## src/rtl/gpr_dump_reader.sv

```systemverilog
// Read-side dump engine for the general-purpose register file: walks a register
// range, streams each word over valid/ready and reports an XOR checksum and count.
module gpr_dump_reader #(
  parameter int DATA_WIDTH = 32,
  parameter int ADDR_WIDTH = 5,
  parameter int FIRST_REG  = 0,
  parameter int LAST_REG   = 31,
  parameter int SKIP_ZERO  = 0
) (
  input  logic                  clk,
  input  logic                  reset,
  input  logic                  start,
  output logic [ADDR_WIDTH-1:0] rd_addr,
  input  logic [DATA_WIDTH-1:0] rd_data,
  output logic                  out_valid,
  input  logic                  out_ready,
  output logic [DATA_WIDTH-1:0] out_data,
  output logic [ADDR_WIDTH-1:0] out_index,
  output logic                  busy,
  output logic                  done,
  output logic [DATA_WIDTH-1:0] checksum,
  output logic [ADDR_WIDTH:0]   word_count
);

  typedef enum logic [1:0] {IDLE, READ, HOLD, DONE} state_t;

  localparam logic [ADDR_WIDTH-1:0] FIRST_ADDR = ADDR_WIDTH'(FIRST_REG);
  localparam logic [ADDR_WIDTH-1:0] LAST_ADDR  = ADDR_WIDTH'(LAST_REG);

  state_t                  state, state_next;
  logic [ADDR_WIDTH-1:0]   rd_addr_next;
  logic                    out_valid_next;
  logic [DATA_WIDTH-1:0]   out_data_next;
  logic [ADDR_WIDTH-1:0]   out_index_next;
  logic [DATA_WIDTH-1:0]   checksum_next;
  logic [ADDR_WIDTH:0]     word_count_next;
  logic                    skip_word;

  always_ff @(posedge clk) begin
    if (reset) begin
      state      <= IDLE;
      rd_addr    <= FIRST_ADDR;
      out_valid  <= 1'b0;
      out_data   <= '0;
      out_index  <= '0;
      checksum   <= '0;
      word_count <= '0;
    end else begin
      state      <= state_next;
      rd_addr    <= rd_addr_next;
      out_valid  <= out_valid_next;
      out_data   <= out_data_next;
      out_index  <= out_index_next;
      checksum   <= checksum_next;
      word_count <= word_count_next;
    end
  end

  // The address only advances while below LAST_ADDR, so a range ending at the
  // top register never wraps back to index 0.
  always_comb begin
    state_next      = state;
    rd_addr_next    = rd_addr;
    out_valid_next  = out_valid;
    out_data_next   = out_data;
    out_index_next  = out_index;
    checksum_next   = checksum;
    word_count_next = word_count;
    skip_word       = (SKIP_ZERO != 0) && (rd_data == '0);

    case (state)
      IDLE: begin
        if (start) begin
          rd_addr_next    = FIRST_ADDR;
          checksum_next   = '0;
          word_count_next = '0;
          state_next      = READ;
        end
      end
      READ: begin
        if (skip_word) begin
          if (rd_addr == LAST_ADDR) begin
            state_next = DONE;
          end else begin
            rd_addr_next = rd_addr + 1'b1;
          end
        end else begin
          out_data_next   = rd_data;
          out_index_next  = rd_addr;
          out_valid_next  = 1'b1;
          checksum_next   = checksum ^ rd_data;
          word_count_next = word_count + 1'b1;
          state_next      = HOLD;
        end
      end
      HOLD: begin
        if (out_valid && out_ready) begin
          out_valid_next = 1'b0;
          if (out_index == LAST_ADDR) begin
            state_next = DONE;
          end else begin
            rd_addr_next = rd_addr + 1'b1;
            state_next   = READ;
          end
        end
      end
      DONE: begin
        state_next = IDLE;
      end
      default: begin
        state_next = IDLE;
      end
    endcase
  end

  assign busy = (state != IDLE);
  assign done = (state == DONE);

endmodule

```

## config.mk

```make
export PLATFORM = sky130hd
export DESIGN_NAME = gpr_dump_reader
export DESIGN_NICKNAME = d
export VERILOG_FILES = /design/src/rtl/gpr_dump_reader.sv
export SDC_FILE = /design/constraint.sdc
export NUM_CORES = 1
export LEC_CHECK = 0
export CORE_MARGIN = 2
export CORE_UTILIZATION = 28
export DETAILED_ROUTE_END_ITERATION = 10
export DONT_BUFFER_PORTS = 1
export PLACE_DENSITY = 0.54
export SYNTH_ARGS = -nofsm -noshare
export SYNTH_HDL_FRONTEND = slang
export SYNTH_SLANG_ARGS = --single-unit
```

## constraint.sdc

```tcl
create_clock -name clk -period 1.3 [get_ports clk]
set_input_delay 0.26 -clock clk [delete_from_list [all_inputs] [get_ports clk]]
set_output_delay 0.26 -clock clk [all_outputs]
set_load 0.03 [all_outputs]
```

* Word level (Yosys, flattened, before mapping)
Cells that the tools add are included.
** Storage, ports and cells
- Register bits after elaboration :: 83
- Output and inout bits :: 83
- Input port bits :: 36
- RAM bits :: 0
- Latch bits :: 0
- Bits in read-only memories :: 0
- Memories :: 0
- Word-level logic and storage cells :: 41
** Cells by class
- Multipliers :: 0
- Div/mod/pow operators :: 0
- Mux-type cells :: 14
- Equal/unequal tests :: 7
- Shift operators :: 0
- Bitwise operators :: 1
- Magnitude comparators :: 0
- Add/sub/neg operators :: 2
- Reductions and logical operators :: 10
** Operators with widths (number)
- $pmux W32 S2 :: 1
- $mux W32 :: 1
- $xor A32 B32 Y32 :: 1
- $mux W5 :: 3
- $pmux W6 S2 :: 1
- $pmux W5 S2 :: 1
- $pmux W2 S4 :: 1
- $reduce_bool A2 Y1 :: 4
- $add A6 B1 Y6 const B :: 1
- $mux W2 :: 3
- $mux W6 :: 1
- $ne A2 B2 Y1 const B :: 3
- $reduce_and A2 Y1 :: 3
- $add A5 B1 Y5 const B :: 1
- $eq A5 B5 Y1 const B :: 1
- $eq A2 B2 Y1 const B :: 2
- $reduce_and A4 Y1 :: 1
- $eq A2 B1 Y1 const B :: 1
- $logic_not A2 Y1 :: 1
- $pmux W1 S2 :: 1
- $logic_and A1 B1 Y1 :: 1
- $mux W1 :: 1

* Depth between registers and ports, before layout
Gate-level depths: netlist of run 1.
- Depth in word-level cells :: 4
- Mapped depth :: 6
- Mapped depth without buffers :: 5

* Worst setup path before layout of run 1
OpenSTA, ideal clock, no wires.
- Path type :: register to register
- From :: register out_valid
- To :: register rd_addr[3]
- Required time :: 1209 ps
- Library setup time :: 91 ps
- Stages on the path, launching flop included :: 5
- Path buffers :: 0
- Path slack :: -91 ps
- Clock period less this slack :: 1391 ps
- Arrival :: 1300 ps
- Path through :: dfxtp_1 nand4b_4 o21ba_4 a41oi_1 a311oi_1
** On the way
- Word-level cells in the longest chain between the ends :: 3
** RTL lines
- from (decl) :: RTL line 15 : output logic out_valid,
- from (signal assigned) :: RTL line 51 : out_valid <= out_valid_next;
- $logic_and A1 B1 Y1 :: RTL line 97 : if (out_valid && out_ready) begin
- $ne A2 B2 Y1 (no source line)
- $reduce_and A4 Y1 (no source line)
- to (signal assigned) :: RTL line 50 : rd_addr <= rd_addr_next;
- to (decl) :: RTL line 13 : output logic [ADDR_WIDTH-1:0] rd_addr,
No other way between the ends.
A chain may end at the register's enable or synchronous reset.

* Worst setup path in the final report of run 1
- From :: register state[0]
- To :: output port busy
** On the way
- Word-level cells in the longest chain between the ends :: 1
** RTL lines
- from (decl) :: RTL line 30 : state_t state, state_next;
- from (signal assigned) :: RTL line 49 : state <= state_next;
- $reduce_bool A2 Y1 :: RTL line 116 : assign busy = (state != IDLE);
- to (decl) :: RTL line 19 : output logic busy,
No other way between the ends.

==> summary.md, run 1 <==
| Metric | Value |
|---|---|
| Outcome | finished with violations |
| Failing checks | DRC, hold timing, setup timing |
| GRT Util Overall | 0.134 |
| Inserted Clock Buffers | 9 |
| Final Slew Violations | 0 |
| Tcrit/Tclk final | 1.11 |
| Achievable Freq | ~0.69 GHz |
| Initial core utilization | 0.289 |
| Total die area | approximately 13000 µm² |
| Fin crit period | approximately 1400 ps |
| Die extent in x | approximately 110 µm |
| Worst path slowest cell | dfxtp_2 |
| Simple-gate area share of the yosys netlist | 0.268 |
| Via count of the first global-routing pass | roughly 2700 |
| Clock skew | a little over 6 ps |
| WS Path Type | flip-flop to primary output |
| Synthesized net count | about 420 |
| Mux share of post-synthesis cell area | 0.00676 |
| Root Driver | clkbuf_16 |
| Relative slew margins | 0.727 |
| Clock Power Share | 0.436 |
| Worst path cell trace | buf_6 -> buf_12 -> or2_4 |
| Max_cap viols | 0 |
| CTS tree | done |
| P&R area growth vs syn | 34.9% |
| Worst path required time | between 1000 and 1500 ps |
| Worst setup margin | -144 ps |
| Largest family of logic cells by synthesized area | simple AND/OR/NAND/NOR gates |
| Setup tns final | -4150 ps |
| Power Total | between 6 and 7 mW |
| Leak pwr | approximately 1.6 nW |
| Multi-input logic area | approximately 1700 µm² |
| Initial antenna violation count | 0 |
| Final setup violating endpoints | 45 |
| Max VDD drop | around 650 µV |
| Critical path startpoint category | flip-flop |
| RSZ-0062 raised after global routing | yes |
| Crit path max fanout | 4 |
| Pwr Density | between 1000 and 1500 nW/µm² |
| Std-Cell Rows | 39 |
| PortBufs | 0 |
| Layout cells sized above 1 | 0.315 |
| Hold WS | -11.8 ps |
| Core Box Area | about 12000 µm² |
| Final nets | roughly 470 |
| Seq pwr share | 0.452 |
| Synth warnings | 0 |
| Switching share of power | 0.251 |
| CTS HTree Levels | 3 |
| Register area | about 1700 µm² |
| Synth Cell Area | about 3300 µm² |
| Filler cells | between 1000 and 1500 |
| Die height | 113 µm |
| Post-place setup slack | -161 ps |
| Post-synthesis compound-gate area fraction | 0.169 |
| First-pass DRT Iterations | 9 |
| Drt total wl | ~8600 µm |
| Int Power | 4.76 mW |
| Final Hold Vio Count | 25 |
| Placer Congestion | around 0.73 |
| Antenna Nets Post-Route | 0 |
| DR vias | 2854 |
| Syn Inst Count | ~380 |
| Setup crit end kind | primary output |
| First-pass GRT wire length | 13400 µm |
| Finished Cell Area | ~4500 µm² |
| Clock-pin slew on the worst setup and hold paths | roughly 60 ps |
| Net Sw Power | between 1.5 and 2 mW |
| Crit path largest cell delay | roughly 330 ps |
| Hold/Removal Path Class | primary input to flip-flop |
| # IOs | around 120 |
| Sequential cell area fraction in the yosys report | 0.499 |
| # diodes | 0 |
| Combinational share of power | 0.112 |
| Worst-Margin Slew | roughly 400 ps |
| Vias per inst | 4.94 |
| R2R setup slack | -120 ps |
| Synth Area in XOR/XNOR | 0 |
| Synth cell types | 31 |
| Placed inst area | approximately 3800 µm² |
| 1st-iter DRT viols | 160 |
| Worst endpoint data arrival time | between 1000 and 1500 ps |
| Clock Tree Buf Depth | 2 |
| Register bit total from synthesis | between 80 and 90 |
| Total grt overflow | 0 |
| Routed len/inst | around 15 µm |
| Clk_lat worst skew | roughly 340 ps |
| Clock sinks | 83 |
| Post-Syn Area per Cell | between 8 and 9 µm² |
| Post-route DRC | 8 |
| Placed wire-length estimate | roughly 5800 µm |
| Post-Synth Adder-Cell Area | 0.00752 |
| Largest net degree at the start of global routing | 84 |
-- worst max-delay path, delay by kind of cell (launching register included) --
family	cells	cell delay [ps]
AND/OR/NAND/NOR	1	290
flip-flops	1	330
buffers and inverters	2	240
-- kinds of logic after synthesis --
kind of cell / Yosys count
compound gates: 89
buf+inv: 29
fa+ha+maj: 2
simple gates: 176
mux: 2
flops: 83
-- worst paths after layout --
check,startpoint,endpoint,cells after the start
min reg2reg,rd_addr[4],out_index[4],2
max reg2reg,state[0],word_count[3],6
max,state[0],busy,3
min,reset,out_data[5],1
-- sequential cells by signal (all words and copies together), names as in the netlist --
signal / cells
rd_addr: 5
word_count: 6
checksum: 32
state: 2
out_index: 5
out_data: 32
out_valid: 1
-- final cells by class --
type | instances | area share
sequential | 83 | 0.372
multi-input combinational | 269 | 0.384
tap | 143 | 0.0398
clock inverter | 4 | 0.0162
timing repair buffer | 66 | 0.130
inverter | 1 | 0.000835
clock buffer | 12 | 0.0571
-- power by group through the flow --
stage                     clock network, mW  logic (mW)  registers [mW]
after floorplan                           0       0.398            2.97
after global placement                    0       0.570            2.92
after detailed placement                  0       0.582            2.93
after CTS                              2.87       0.688            2.87
after global routing                   2.97       0.776            2.89
final                                  2.77       0.709            2.88
-- per-layer routing --
metal	GRT usage	vias to the layer above	part of all wire
li1	-	1415	-
met1	0.146	1338	0.42
met2	0.234	94	0.49
met3	0.0520	7	0.077
met4	0.0496	0	0.010
met5	0	-	0
-- through the flow --
step / instances / util
2_1_floorplan: 381 / -
3_3_place_gp: 551 / 0.328
3_5_place_dp: 551 / 0.328
4_1_cts: 577 / 0.380
5_1_grt: 578 / 0.390
6_report: 578 / 0.390
-- layout by cell type (no fill, tap or decap), types with 2 or more instances in the layout --
cell type,n
and2_4,2
a41oi_2,2
nor2_1,41
a21oi_2,5
nand3b_1,35
bufinv_16,2
nand3_2,26
a211oi_2,2
o21a_1,32
buf_12,4
a21oi_1,41
dfxtp_2,8
nand3_1,13
nor2b_4,2
nand4_1,2
buf_6,8
ha_1,2
nand2_1,49
mux2_2,2
buf_4,52
clkbuf_16,9
clkbuf_8,2
dfxtp_1,75
-- what timing repair did --
item | in CTS | in global routing
buffers inserted | 10 | 0
pin swaps | 12 | 12
setup endpoints to repair | 48 | 85
hold endpoints to repair | 82 | 69
resized for setup | 45 | 23
-- synthesized netlist by cell type --
cell type | n | area [µm²]
dfxtp_1 | 83 | 1660
nand2_1 | 50 | 188
a21oi_1 | 46 | 230
nor2_1 | 41 | 154
nand3_1 | 39 | 195
nand3b_1 | 35 | 263
o21a_1 | 32 | 240
clkbuf_1 | 14 | 52.6
buf_2 | 7 | 35.0
buf_6 | 6 | 67.6
a211oi_1 | 2 | 15.0
a311oi_1 | 2 | 17.5
a41oi_1 | 2 | 17.5
ha_1 | 2 | 25.0
mux2_2 | 2 | 22.5
nand4_1 | 2 | 12.5
nor2b_1 | 2 | 12.5
a21o_1 | 1 | 7.51
and2_1 | 1 | 6.26
and2_4 | 1 | 8.76
and3_1 | 1 | 6.26
clkbuf_2 | 1 | 5.00
inv_1 | 1 | 3.75
nand4b_4 | 1 | 23.8
o211ai_1 | 1 | 7.51
o21ai_1 | 1 | 5.00
o21ba_4 | 1 | 16.3
o21bai_1 | 1 | 7.51
or2_2 | 1 | 6.26
or2b_1 | 1 | 7.51
or3b_1 | 1 | 8.76
No activity file was read; power rests on OpenSTA's default activity.
==> inputs of run 2 (changes only) <==
Settings changed: ABC_AREA set to 1.
==> run 2 against run 1 <==
  * The run ends with hold timing left
  * Worst hold slack got worse by 8.7 ps
  * First-iteration DRC count decreased by 44%
  * Sequential power grew 3%
  * Register-to-register slack improved by 160 ps
  * Critical endpoint unchanged
  * Largest power group unchanged
==> summary.md, run 2 <==
| Metric | Value |
|---|---|
| Outcome | finished with violations |
| Failing checks | hold timing |
| Achievable Freq | 0.779 GHz |
| Int Power | 4.30 mW |
| Switching share of power | 0.274 |
| Ys async rst share | 0 |
| # diodes | 0 |
| Placer Congestion | roughly 0.8 |
| Most frequent cells in the layout | nand2_1, dfxtp_1, a21oi_1, buf_4, nand3_1 |
| Mux share of post-synthesis cell area | 0 |
| Largest family of logic cells by synthesized area | simple AND/OR/NAND/NOR gates |
| Fin crit period | about 1300 ps |
| Number of flops mapped to enable cells by yosys | 0 |
| Clock skew | around 4.1 ps |
| First-pass GRT wire length | roughly 13000 µm |
| Final Slew Violations | 0 |
| Synth top area share | 0.520 |
| Most common cell after layout, fill and taps aside | nand2_1 |
| Placed wire-length estimate | 5740 µm |
| Vias per inst | between 4 and 5 |
| PortBufs | 0 |
| Routed len/inst | between 10 and 15 µm |
| Clock sinks | 83 |
| Tcrit/Tclk final | 0.987 |
| Relative slew margins | 0.740 |
| Clock-pin slew on the worst setup and hold paths | about 60 ps |
| Top flop regs | checksum: 32 flops, out_data: 32 flops, word_count: 6 flops |
| Inserted Clock Buffers | 9 |
| Post-route DRC | 0 |
| Critical path startpoint category | flip-flop |
| Sequential cell area fraction in the yosys report | 0.520 |
| Core Box Area | about 11000 µm² |
| Placed inst area | between 3000 and 4000 µm² |
| Die extent in x | between 100 and 150 µm |
| Dominant synthesized flop cell | dfxtp_1 |
| Post-Synth Adder-Cell Area | 0.00783 |
| Max_cap viols | 0 |
| Setup crit end kind | primary output |
| Die height | 111 µm |
| Synth warnings | 0 |
| Setup tns final | 0 ps |
| Filler cells | ~1200 |
| Layout Utilization | 0.364 |
| Simple-gate area share of the yosys netlist | 0.270 |
| Syn Inst Count | just over 400 |
| Hold WS | -20.5 ps |
| Hold/Removal Path Class | primary input to flip-flop |
| 1st-iter DRT viols | 90 |
| First-pass DRT Iterations | 4 |
| Worst path required time | 1040 ps |
| Largest net degree at the start of global routing | between 70 and 80 |
| Seq pwr share | 0.501 |
| Synth Cell Area | about 3200 µm² |
| Max VDD drop | approximately 670 µV |
| Initial core utilization | 0.283 |
| Initial antenna violation count | 0 |
| WS Path Type | flip-flop to primary output |
| DR vias | approximately 2800 |
| Layout cells sized above 1 | 0.272 |
| Largest cells by area after synthesis | dfxtp_1, a21oi_1, nand2_1 |
| Via count of the first global-routing pass | approximately 2800 |
| Most common cell in the netlist | nand2_1 |
| Std-Cell Rows | 39 |
| Synth cell types | 23 |
| Power Total | roughly 5.9 mW |
| Worst endpoint data arrival time | 1020 ps |
| Finished Cell Area | 4110 µm² |
| Root Driver | clkbuf_16 |
| Register bit total from synthesis | 83 |
| Clk_lat worst skew | between 300 and 400 ps |
| P&R area growth vs syn | 28.5% |
| Total grt overflow | 0 |
| Worst-Margin Slew | between 300 and 400 ps |
| Top cells by count, synth | nand2_1, dfxtp_1, a21oi_1 |
| Final Hold Vio Count | 6 |
| RSZ-0062 raised after global routing | yes |
| Antenna Nets Post-Route | 0 |
| # IOs | roughly 120 |
| Synth Area in XOR/XNOR | 0 |
| Clock Power Share | 0.381 |
| Post-Syn Area per Cell | just under 8 µm² |
| GRT Util Overall | 0.134 |
| Total die area | between 10000 and 15000 µm² |
| Pwr Density | roughly 1400 nW/µm² |
| Clock Tree Buf Depth | 2 |
| Synthesized net count | around 440 |
| Post-synthesis compound-gate area fraction | 0.149 |
| Combinational share of power | 0.119 |
| Leak pwr | roughly 1.5 nW |
| Crit path max fanout | 3 |
| CTS tree | done |
| Final setup violating endpoints | 0 |
| Drt total wl | between 8000 and 9000 µm |
| Net Sw Power | 1.62 mW |
| Cell taking the most area after synthesis | dfxtp_1 |
| Final nets | roughly 490 |
| CTS HTree Levels | 3 |
[run 2: cell types whose count changed in the layout (fill, tap and decap cells not counted), moves of 24 or more]
cell	before	now
o21a_1	32	0
or2_2	0	29
nand2_1	49	85
nand3_2	26	1
a21oi_1	41	76
nor2_1	41	17
nand3b_1	35	0
nand3_1	13	39
[run 2: stage by stage]
step                worst slack [ps]  cells
floorplan                       45.5    404
global placement                43.2    577
detailed placement             -3.24    577
CTS                            -21.9    590
global route                   -32.6    595
finish                          16.3    595
[run 2: area by class of cell]
class | count | area, µm² | share of cell area
clock buffers | 13 | 250 | 0.0610
inverters | 16 | 75.1 | 0.0183
multi-input cells | 284 | 1410 | 0.343
flip-flops and latches | 83 | 1670 | 0.406
well taps | 143 | 179 | 0.0436
repair buffers | 56 | 524 | 0.128
[run 2: logic make-up (layout without fill, tap and decap cells)]
| group | Yosys count | count (layout) |
|---|---|---|
| adders and majority gates | 2 | 2 |
| and+or+nand+nor | 190 | 190 |
| buffers and inverters | 37 | 85 |
| AOI/OAI and AO/OA | 92 | 92 |
| DFF | 83 | 83 |
[run 2: power by group through the flow]
stage / clock network, mW / logic, mW / registers [mW]
finish: 2.25 / 0.703 / 2.96
global route: 2.42 / 0.778 / 2.98
CTS: 2.34 / 0.629 / 2.96
detailed placement: 0 / 0.624 / 3.02
global placement: 0 / 0.609 / 3.02
floorplan: 0 / 0.378 / 3.05
[run 2: final timing paths]
| path | start | to | slack (ps) | cells past startpoint |
|---|---|---|---|---|
| max | state[1] | busy | 20 | 3 |
| min | reset | checksum[28] | -20 | 1 |
| max reg2reg | state[1] | checksum[30] | 40 | 8 |
| min reg2reg | out_index[1] | out_index[1] | 490 | 2 |
[run 2: critical path, cell delays in order, from the launching register on]
cell and delay (ps):
dfxtp_2 330, inv_2 50, buf_4 140, nand2_2 170
[run 2: routing by layer]
| layer | global-route usage | wire length [µm] | up-vias | share of wire |
|---|---|---|---|---|
| li1 | - | - | 1421 | - |
| met1 | 0.153 | 3790 | 1296 | 0.44 |
| met2 | 0.207 | 3760 | 92 | 0.44 |
| met3 | 0.0672 | 837 | 14 | 0.098 |
| met4 | 0.0692 | 180 | 0 | 0.021 |
| met5 | 0 | 0 | - | 0 |
[run 2: repair_timing]
item | CTS | global route
gates resized for setup | 5 | 28
pin swaps | 0 | 4
buffers inserted | 0 | 2
endpoints found under the hold margin | 70 | 42
gates cloned | 0 | 3
endpoints found under the setup margin | 8 | 58
==> inputs of run 3 (changes only) <==
Settings changed: CTS_CLUSTER_SIZE set to 12, PLACE_DENSITY 0.54 to 0.52.
Clock period 1.3 ns to 1.7 ns, I/O delays scaled along.
==> run 3 against run 2 <==
  * The run now ends clean
  * Combinational power fell by 42%
  * Sequential cell count did not move
  * First-iteration DRC count rose by 28%
  * Register-to-register slack improved by 270 ps
  * Routed wire length fell by 6.9%
  * Total power fell by 18%
  * Worst hold slack improved by 81 ps
  * Clock power fell by 2%
  * Critical path type unchanged
  * Utilization fell by 2.9 points
  * Clock skew fell by 0.50 ps
==> summary.md, run 3 (synthesis gave the netlist of run 2 again) <==
| Metric | Value |
|---|---|
| Outcome | finished, final reports clean |
| Die extent in x | about 110 µm |
| Setup crit start | state[0] |
| Most common cell after layout, fill and taps aside | nand2_1 |
| Inserted Clock Buffers | 9 |
| Worst Hold Launch | reset |
| GRT Util Overall | 0.132 |
| Layout cells sized above 1 | 0.181 |
| Reg2reg end | checksum[1] |
| Most frequent cells in the layout | nand2_1, dfxtp_1, a21oi_1, nand3_1, or2_2 |
| Total die area | 12300 µm² |
| Crit path max fanout | 4 |
| Resize count post-CTS | 0 |
| Top flop regs | checksum: 32 flops, out_data: 32 flops, word_count: 6 flops |
| Total grt overflow | 0 |
| Achievable Freq | about 0.72 GHz |
| Routed len/inst | 14.2 µm |
| RSZ-0062 raised after global routing | no |
| CTS tree | done |
| Setup crit end kind | primary output |
| Hold/Removal Path Class | primary input to flip-flop |
| First-pass DRT Iterations | 4 |
| Worst Hold Endpoint | checksum[30] |
| Clock Tree Buf Depth | 2 |
| Pwr Density | around 1300 nW/µm² |
| Gr busiest metal | met2 |
| Worst hold path cell count | 1 |
| Placed wire-length estimate | 5360 µm |
| Worst path required time | around 1400 ps |
| Final setup violating endpoints | 0 |
| WS Path Type | flip-flop to primary output |
| Clock-pin slew on the worst setup and hold paths | ~60 ps |
| Tcrit/Tclk final | 0.822 |
| Worst path cell trace | inv_1 -> nand2_1 |
| Max_cap viols | 0 |
| Clock sinks | 83 |
| Vias per inst | around 4.8 |
| M3 GR Usage | 0.0722 |
| Power Total | about 4.9 mW |
| DR vias | around 2700 |
| Crit path largest cell delay | around 360 ps |
| Worst-Margin Slew | 437 ps |
| Max VDD drop | around 540 µV |
| Drt total wl | between 7000 and 8000 µm |
| Fin crit period | 1400 ps |
| Clk_lat worst skew | ~350 ps |
| PortBufs | 0 |
| Root Driver | clkbuf_16 |
| Setup tns final | 0 ps |
| # diodes | 0 |
| Critical path startpoint category | flip-flop |
| Leak pwr | between 1 and 1.5 nW |
| Initial core utilization | 0.283 |
| First-pass GRT wire length | 13000 µm |
| R2R setup slack | around 310 ps |
| Placer Congestion | just over 0.7 |
| Relative slew margins | 0.709 |
| Filler cells | about 1200 |
| R2r startpoint | state[1] |
| Via count of the first global-routing pass | 2628 |
| Std-Cell Rows | 39 |
| Post-CTS Hold Fix Bufs | 0 |
| 1st-iter DRT viols | about 120 |
| Post-route DRC | 0 |
| P&R area growth vs syn | 18.1% |
| # IOs | 119 |
| Antenna Nets Post-Route | 0 |
| # Post-CTS Setup Buffers | 0 |
| Die height | about 110 µm |
| Initial antenna violation count | 0 |
| Met2 Use GR | 0.207 |
| Worst endpoint data arrival time | ~1100 ps |
| Register area | ~1700 µm² |
| R2R depth | 7 |
| Final Slew Violations | 0 |
| M1 GR Usage | 0.149 |
| Core Box Area | roughly 11000 µm² |
| Largest net degree at the start of global routing | a little over 70 |
| Worst path slowest cell | dfxtp_1 |
| Multi-input logic area | 1360 µm² |
| CTS HTree Levels | 3 |
| Final nets | approximately 450 |
| Clock skew | around 3.6 ps |
| Final Hold Vio Count | 0 |
==> run 3: cell types whose count changed in the layout (fill, tap and decap cells not counted), sizes merged <==
cell | before | now
clkbuf | 16 | 13
inv | 15 | 16
buf | 53 | 21
bufinv | 0 | 2
==> run 3: layout make-up <==
type                       count  area share
timing repair buffer          21      0.0451
sequential                    83       0.440
clock inverter                 3      0.0182
inverter                      16      0.0159
multi-input combinational    284       0.361
tap                          143      0.0474
clock buffer                  13      0.0716
==> run 3: how the worst max path moves through the flow <==
stage | to | depth (start not counted)
CTS | busy | 2
global placement | checksum[3] | 7
detailed placement | checksum[1] | 7
global route | checksum[6] | 7
finish | busy | 2
floorplan | rd_addr[2] | 7
==> run 3: worst max-delay path: cells and delay by family (launching register included) <==
family	cells	cell delay [ps]
buf+inv	1	90
flops	1	360
simple gates	1	260
==> run 3: per-layer routing <==
metal,part of all wire,wire length [µm],vias to the layer above
met5,0,0,-
met2,0.46,3680,90
met3,0.10,816,11
met1,0.42,3320,1228
met4,0.020,160,0
li1,-,-,1353
==> run 3: report_power, final <==
part | switching, mW | internal (mW)
combinational | 0.261 | 0.146
sequential | 0.225 | 2.04
clock | 0.793 | 1.41
total | 1.28 | 3.60
==> run 3: stage by stage <==
| stage | instances | utilization | hold slack [ps] | setup WS, ps | cell area (µm²) |
|---|---|---|---|---|---|
| 2_1_floorplan | 404 | - | 497 | 446 | 3200 |
| 4_1_cts | 563 | 0.335 | 41.8 | 286 | 3770 |
| 3_5_place_dp | 547 | 0.305 | 413 | 326 | 3430 |
| 5_1_grt | 563 | 0.335 | 38.9 | 178 | 3770 |
| 3_3_place_gp | 547 | 0.305 | 411 | 366 | 3430 |
| 6_report | 563 | 0.335 | 60.6 | 303 | 3770 |
